<file path="src/rtl/seq_player.sv">
// ---------------------------------------------------------------------------
// seq_player
//
// Plays a stored Genius sequence back on the four game LEDs, one nibble per
// step. Steps 0..round are each lit for ON_TICKS divider ticks and then held
// dark for OFF_TICKS ticks. A one-cycle done pulse follows the final dark
// phase, which lets the control FSM open the user-input phase.
//
// Optional feature macro: LEVEL_SPEED_EN
//   When defined, a 2-bit level port is sampled at start. The on time then
//   becomes max(1, ON_TICKS >> level), so harder levels flash faster. The
//   off time does not change.
//
// Parameters:
//   NSTEPS    - maximum number of steps held in seq (seq is 4*NSTEPS wide)
//   ON_TICKS  - ticks each step is lit (>= 1)
//   OFF_TICKS - dark ticks after each step (>= 1)
//
// Ports:
//   clk    in   system clock
//   R      in   synchronous reset, active-high, overrides everything
//   start  in   one-cycle play request, honoured only when idle
//   tick   in   one-cycle enable from the clock divider (timebase)
//   round  in   index of the last step to play
//   seq    in   step i lives at seq[4i+3:4i]
//   level  in   (LEVEL_SPEED_EN only) speed level, sampled at start
//   leds   out  current step pattern while lit, 0 otherwise
//   busy   out  high from the cycle after start until done
//   done   out  one-cycle pulse when the last dark phase ends
//   step   out  index of the step being played, 0 when idle
// ---------------------------------------------------------------------------
module seq_player #(
    parameter int NSTEPS    = 16,
    parameter int ON_TICKS  = 2,
    parameter int OFF_TICKS = 1
) (
    input  logic                  clk,
    input  logic                  R,
    input  logic                  start,
    input  logic                  tick,
    input  logic [3:0]            round,
    input  logic [4*NSTEPS-1:0]   seq,
`ifdef LEVEL_SPEED_EN
    input  logic [1:0]            level,
`endif
    output logic [3:0]            leds,
    output logic                  busy,
    output logic                  done,
    output logic [3:0]            step
);

    localparam int MAXT = (ON_TICKS > OFF_TICKS) ? ON_TICKS : OFF_TICKS;
    localparam int CW   = $clog2(MAXT + 1);
    localparam logic [CW:0] OFF_LIM  = (CW+1)'(OFF_TICKS);
    localparam logic [4:0]  LAST_MAX = 5'(NSTEPS - 1);

    typedef enum logic [1:0] {IDLE, ON, OFF} state_t;

    state_t              state, state_n;
    logic [CW-1:0]       cnt, cnt_n;
    logic [CW:0]         cnt_inc;
    logic [CW:0]         on_lim;
    logic [3:0]          step_n;
    logic [3:0]          last_q, last_n;
    logic [3:0]          leds_n;
    logic [4*NSTEPS-1:0] seq_q, seq_n;
    logic                busy_n, done_n;

    // Selects nibble i of a sequence snapshot.
    function automatic logic [3:0] nibble(input logic [4*NSTEPS-1:0] s,
                                          input logic [3:0] i);
        return s[{i, 2'b00} +: 4];
    endfunction

`ifdef LEVEL_SPEED_EN
    logic [1:0] level_q, level_n;
    int         on_shift;

    // Faster flashing at higher levels, but never shorter than one tick.
    assign on_shift = ON_TICKS >> level_q;
    assign on_lim   = (on_shift < 1) ? (CW+1)'(1) : (CW+1)'(on_shift);
`else
    assign on_lim = (CW+1)'(ON_TICKS);
`endif

    assign cnt_inc = {1'b0, cnt} + (CW+1)'(1);

    // State register plus the registered outputs and playback snapshots.
    always_ff @(posedge clk) begin
        if (R) begin
            state  <= IDLE;
            cnt    <= '0;
            step   <= '0;
            last_q <= '0;
            seq_q  <= '0;
            leds   <= '0;
            busy   <= 1'b0;
            done   <= 1'b0;
`ifdef LEVEL_SPEED_EN
            level_q <= '0;
`endif
        end else begin
            state  <= state_n;
            cnt    <= cnt_n;
            step   <= step_n;
            last_q <= last_n;
            seq_q  <= seq_n;
            leds   <= leds_n;
            busy   <= busy_n;
            done   <= done_n;
`ifdef LEVEL_SPEED_EN
            level_q <= level_n;
`endif
        end
    end

    // Next-state logic. Outputs are computed one cycle early so that leds
    // already shows the new nibble in the first cycle of each lit phase.
    always_comb begin
        state_n = state;
        cnt_n   = cnt;
        step_n  = step;
        last_n  = last_q;
        seq_n   = seq_q;
        leds_n  = leds;
        done_n  = 1'b0;
`ifdef LEVEL_SPEED_EN
        level_n = level_q;
`endif
        case (state)
            IDLE: begin
                leds_n = '0;
                step_n = '0;
                // A tick arriving with start is deliberately not counted.
                if (start) begin
                    seq_n   = seq;
                    last_n  = ({1'b0, round} > LAST_MAX) ? LAST_MAX[3:0] : round;
                    cnt_n   = '0;
                    leds_n  = seq[3:0];
                    state_n = ON;
`ifdef LEVEL_SPEED_EN
                    level_n = level;
`endif
                end
            end
            ON: begin
                leds_n = nibble(seq_q, step);
                if (tick) begin
                    if (cnt_inc == on_lim) begin
                        cnt_n   = '0;
                        leds_n  = '0;
                        state_n = OFF;
                    end else begin
                        cnt_n = cnt_inc[CW-1:0];
                    end
                end
            end
            OFF: begin
                leds_n = '0;
                if (tick) begin
                    if (cnt_inc == OFF_LIM) begin
                        cnt_n = '0;
                        if (step == last_q) begin
                            done_n  = 1'b1;
                            step_n  = '0;
                            state_n = IDLE;
                        end else begin
                            step_n  = step + 4'd1;
                            leds_n  = nibble(seq_q, step + 4'd1);
                            state_n = ON;
                        end
                    end else begin
                        cnt_n = cnt_inc[CW-1:0];
                    end
                end
            end
            default: begin
                state_n = IDLE;
                leds_n  = '0;
                step_n  = '0;
            end
        endcase
        busy_n = (state_n != IDLE);
    end

endmodule

</file>
<file path="config.mk">
export PLATFORM = sky130hd
export DESIGN_NAME = seq_player
export DESIGN_NICKNAME = d
export VERILOG_FILES = /design/src/rtl/seq_player.sv
export SDC_FILE = /design/constraint.sdc
export NUM_CORES = 1
export LEC_CHECK = 0
export ABC_CLOCK_PERIOD_IN_PS = 3100
export CORE_MARGIN = 2
export CORE_UTILIZATION = 56
export CTS_CLUSTER_SIZE = 25
export DETAILED_ROUTE_END_ITERATION = 10
export PLACE_DENSITY = 0.91
export SETUP_SLACK_MARGIN = 0.2
export SLEW_MARGIN = 20
export SYNTH_ARGS = -nofsm -noshare
export SYNTH_HDL_FRONTEND = slang
export SYNTH_SLANG_ARGS = --single-unit
</file>
<file path="constraint.sdc">
create_clock -name clk -period 3.1 [get_ports clk]
set_clock_uncertainty 0.1 [all_clocks]
set_input_delay 0.31 -clock clk [delete_from_list [all_inputs] [get_ports clk]]
set_output_delay 0.31 -clock clk [all_outputs]
set_load 0.03 [all_outputs]
</file>
# == Word-level counts from Yosys, hierarchy flattened ==
# Cells that the tools add are included.
# W data, S select, Z words.
# totals
output_inout_bits,10
in_bits,72
register_bits,82
elab_cells,57
# op_classes
n_shift,2
n_mux,25
bitwise,4
eq_ne,9
n_addsub,2
n_reduce_logical,7
# ops
op,n
$shiftx A64 B7 Y4,2
$mux W4,9
$mux W2,10
$pmux W2 S3,2
$pmux W4 S3,1
$ne A2 B2 Y1 const B,4
$pmux W4 S2,1
$add A4 B1 Y4 const B,1
$eq A4 B4 Y1,1
$not A1 Y1,4
$reduce_and A4 Y1,1
$reduce_or A4 Y1,1
$add A2 B1 Y3 const B,1
$eq A3 B1 Y1 const B,1
$eq A3 B2 Y1 const B,1
$reduce_and A3 Y1,1
$reduce_bool A3 Y1,1
$eq A2 B1 Y1 const B,1
$eq A2 B2 Y1 const B,1
$logic_not A2 Y1,1
$mux W1,2
$reduce_and A2 Y1,1
$reduce_bool A2 Y1,1

# == Longest topological paths before layout ==
# depth
word_depth,6
depth_mapped,8
mapped_depth_nobuf,7

# == Worst setup path after synthesis ==
# No wires, ideal clock.
# synth_timing
path_kind,reg2reg
start,reg step[0]
end,reg leds[0]
required_ns,2.871
slack_ns,1.056
n_path_buf,2
stages_incl_launch_ff,9
arrival_ns,1.815
setup_ns,0.129
period_less_slack_ns,2.044
cell_sequence,dfxtp_1 > ha_1 > buf_6 > buf_6 > mux4_2 > mux2i_1 > nand2_1 > nand2_1 > o211ai_1
# synth_via
elab_chain_len,6
word_cells_on_any_way,10
classes_between,1 x add/sub; 1 x eq/ne; 2 x shift; 6 x mux
# synth_lines
item,line_no,rtl
start: declaration,49,output logic [3:0] step
start signal: assignment,105,step <= step_n;
$add A4 B1 Y4,169,"leds_n = nibble(seq_q, step + 4'd1);"
$shiftx A64 B7 Y4,72,"return s[{i, 2'b00} +: 4];"
$mux W4,163,if (step == last_q) begin
$mux W4,161,if (cnt_inc == OFF_LIM) begin
$mux W4,160,if (tick) begin
$pmux W4 S3 *,130,case (state)
end signal: assignment,108,leds <= leds_n;
end: declaration,46,"output logic [3:0] leds,"
# Every way passes the cells marked *; elsewhere a longest branch is shown, timed or not.
# A chain may end at the register's enable or synchronous reset.

# == Worst setup path in the final report ==
# layout_timing
start,reg step[1]
end,reg leds[0]
# The elaborated chain is that of the path after synthesis.

==> reports/results.tsv <==
stage	metric	value	unit
worst_setup_path	endpoint_kind	flop	
sta	drv_slew	0	
final_layout	fin_cells	658	
floorplanning	io_pins	82	
place	port_buffers	81	
routing	drc	0	
logic_synthesis	ys_seq_area_frac	0.3808	
global_route	grt_use_met2	0.4406	
clock_network	numCtsBuffers	9	
worst_setup_path	cp-start-kind	flop	
routing	dr.pass1.iters	4	
status	status	completed	
power_and_ir_drop	p_leak	0.001904	uW
power_and_ir_drop	max-vdd-ir-drop	0.4498	mV
logic_synthesis	synth_nets	575	
final_layout	antenna_cells	0	
clock_network	clk_latency	350	ps
routing	drt_iter0_drc	411	
sta	tns	0	ps
place	dp_hpwl	7704	um
routing	routedWlPerCell	16.27	um
sta	final_hold_viol_count	0	
logic_synthesis	ys_types	47	
final_layout	drive_above_1_share	0.05725	
worst_setup_path	crit_arrival	2650	ps
place	dp_cells	643	
logic_synthesis	synth_edf_count	0	
floorplanning	die_height	91.74	um
clock_network	cts.htree.levels	3	
sta	fmax	396.3	MHz
hold_path	hold_class	in2reg	
clock_network	cts_tree	yes	
clock_network	cts_setup_buffers	0	
clock_network	cts_resized	0	
worst_setup_path	cp_max_fo	12	
sta	rsz0062_at_grt	no	
logic_synthesis	synth-seq-cells	82	
floorplanning	rows	31	
global_route	use_met3	0.05341	
sta	worst_pin_slew	768.0	ps
floorplanning	die_area	8415	um^2
floorplanning	start_util	0.5849	
final_layout	final_nets	636	
global_route	grt_usage	0.2616	
worst_setup_path	worst_ep_required_time	3220	ps
floorplanning	die_w	91.74	um
global_route	grt-ovfl-total	0	
final_layout	syn2layout_area_growth	22.58	%
global_route	use_met1	0.3411	
global_route	antenna_found_initial	0	
sta	setup-violations-final	0	
clock_network	clkTransAtPathRegs	80	ps
clock_network	root_buffer	clkbuf_8	
routing	drtAntennaViolNets	0	
global_route	grt_pass1_vias	3729	
run	max_cap_viol_count	0	
clock_network	clockBufferDepth	2	
logic_synthesis	async_reset_ff_frac	0	
place	gp_congestion	0.8383	
global_route	top_usage_layer	met2	
clock_network	postCtsHoldBufs	0	
routing	wl	10710	um
sta	post-route-period-util	0.8139	
logic_synthesis	synthesis.area	4310	um^2
logic_synthesis	yosysWarnings	0	
logic_synthesis	synth_area_per_cell	8.725	um^2
global_route	grt_max_degree	77	
logic_synthesis	synthCells	494	
power_and_ir_drop	powerDensity	423.5	nW/um^2
global_route	grt_pass1_wl	17600	um
worst_setup_path	crit_type	reg2reg	
routing	num_vias	3813	
routing	avgViaCountPerCell	5.795	
floorplanning	core_region_area	7370	um^2
logic_synthesis	synth_ff_type	dfxtp_1	
clock_network	cts_sinks	82	
final_layout	fill_cells	537	
sta	fin_crit	2523	ps
sta	maxSlewHeadroom	0.4880	
-- area by class of cell --
type	instances	area, um^2	area share
Tap cell	99	123.9	0.02344
Timing Repair Buffer	87	863.3	0.1634
Clock inverter	3	40.04	0.007578
Sequential cell	82	1643	0.3109
Inverter	6	22.52	0.004262
Clock buffer	12	145.1	0.02747
Multi-Input combinational cell	369	2446	0.4629
-- cells by family after synthesis --
| family | after synthesis | synth area share |
|---|---|---|
| and+or+nand+nor | 189 | 0.1840 |
| muxes | 51 | 0.1840 |
| adders and majority gates | 9 | 0.02613 |
| AOI/OAI and AO/OA | 114 | 0.1559 |
| buffers and inverters | 43 | 0.05254 |
| xor gates and xnor gates | 6 | 0.01655 |
| DFF | 82 | 0.3808 |
-- synth_stat cells (2+ instances only) --
cell      count  area share
a21oi_1      75       0.087
a22o_1        2      0.0041
a22oi_1      14       0.024
a31oi_1       4      0.0058
and2_1        2      0.0029
and2b_1       2      0.0035
and3_1        3      0.0044
buf_1         3      0.0026
buf_2         4      0.0046
buf_4         4      0.0070
buf_6         6       0.016
clkbuf_1     20       0.017
dfxtp_1      82        0.38
ha_1          9       0.026
inv_1         6      0.0052
mux2i_1      32       0.074
mux4_1       15       0.091
mux4_2        3       0.016
nand2_1     154        0.13
nand2b_1      4      0.0058
nand3_1       6      0.0070
nand4_1       2      0.0029
nor2_1        3      0.0026
nor2b_1       5      0.0073
o211ai_1      5      0.0087
o22ai_1       4      0.0058
xnor2_1       5       0.010
-- cells in the final DEF (no fill, tap or decap), types with 5 or more instances in the layout --
master | synthesis | routed
a21oi_1 | 75 | 75
a22oi_1 | 14 | 14
buf_4 | 4 | 5
clkbuf_8 | 0 | 10
clkdlybuf4s50_1 | 0 | 80
dfxtp_1 | 82 | 81
ha_1 | 9 | 9
inv_1 | 6 | 6
mux2i_1 | 32 | 32
mux4_1 | 15 | 15
nand2_1 | 154 | 153
nand3_1 | 6 | 6
nor2b_1 | 5 | 5
o211ai_1 | 5 | 5
xnor2_1 | 5 | 5
-- through the flow --
step                setup WS, ps  utilization  hold slack [ps]  cell area [um^2]  power (uW)
finish                     576.8       0.7170            251.7              5284        2238
global placement           755.6       0.6919            356.4              5099        1502
detailed placement         648.5       0.6919            366.5              5099        1517
CTS                        611.0       0.7170            232.1              5284        2247
global route               514.2       0.7170            249.5              5284        2336
floorplan                   1056            -            296.5              4310        1359
-- layer usage --
| layer | wire, um | up-vias |
|---|---|---|
| met5 | 0 | - |
| met4 | 146 | 0 |
| met3 | 886 | 15 |
| met2 | 5272 | 180 |
| met1 | 4399 | 1764 |
| li1 | - | 1854 |
-- sequential cells by signal, summed over array words and instances, names as in the netlist --
signal	cells
busy	1
cnt	2
step	4
done	1
leds	4
last_q	4
state	2
seq_q	64
-- critical path: stages (launching register included) --
cell and delay, ps:
dfxtp_1 440, ha_1 670, buf_4 280, mux4_2 510
mux2i_1 150, nand2_1 80, nand2_1 90, o211ai_1 70
-- worst paths after layout --
| path | start | end | slack [ps] | cells past startpoint |
|---|---|---|---|---|
| worst max-delay path | step[1] | leds[0] | 580 | 7 |
| worst min-delay path | R | state[0] | 250 | 3 |
| worst max register to register | step[1] | leds[0] | 580 | 7 |
| worst min register to register | seq_q[31] | seq_q[31] | 380 | 2 |
-- power breakdown --
part,internal (uW),switching [uW]
Clock,388,352
Sequential,1110,53.4
Combinational,173,157
(Power assumes the default switching activity.)
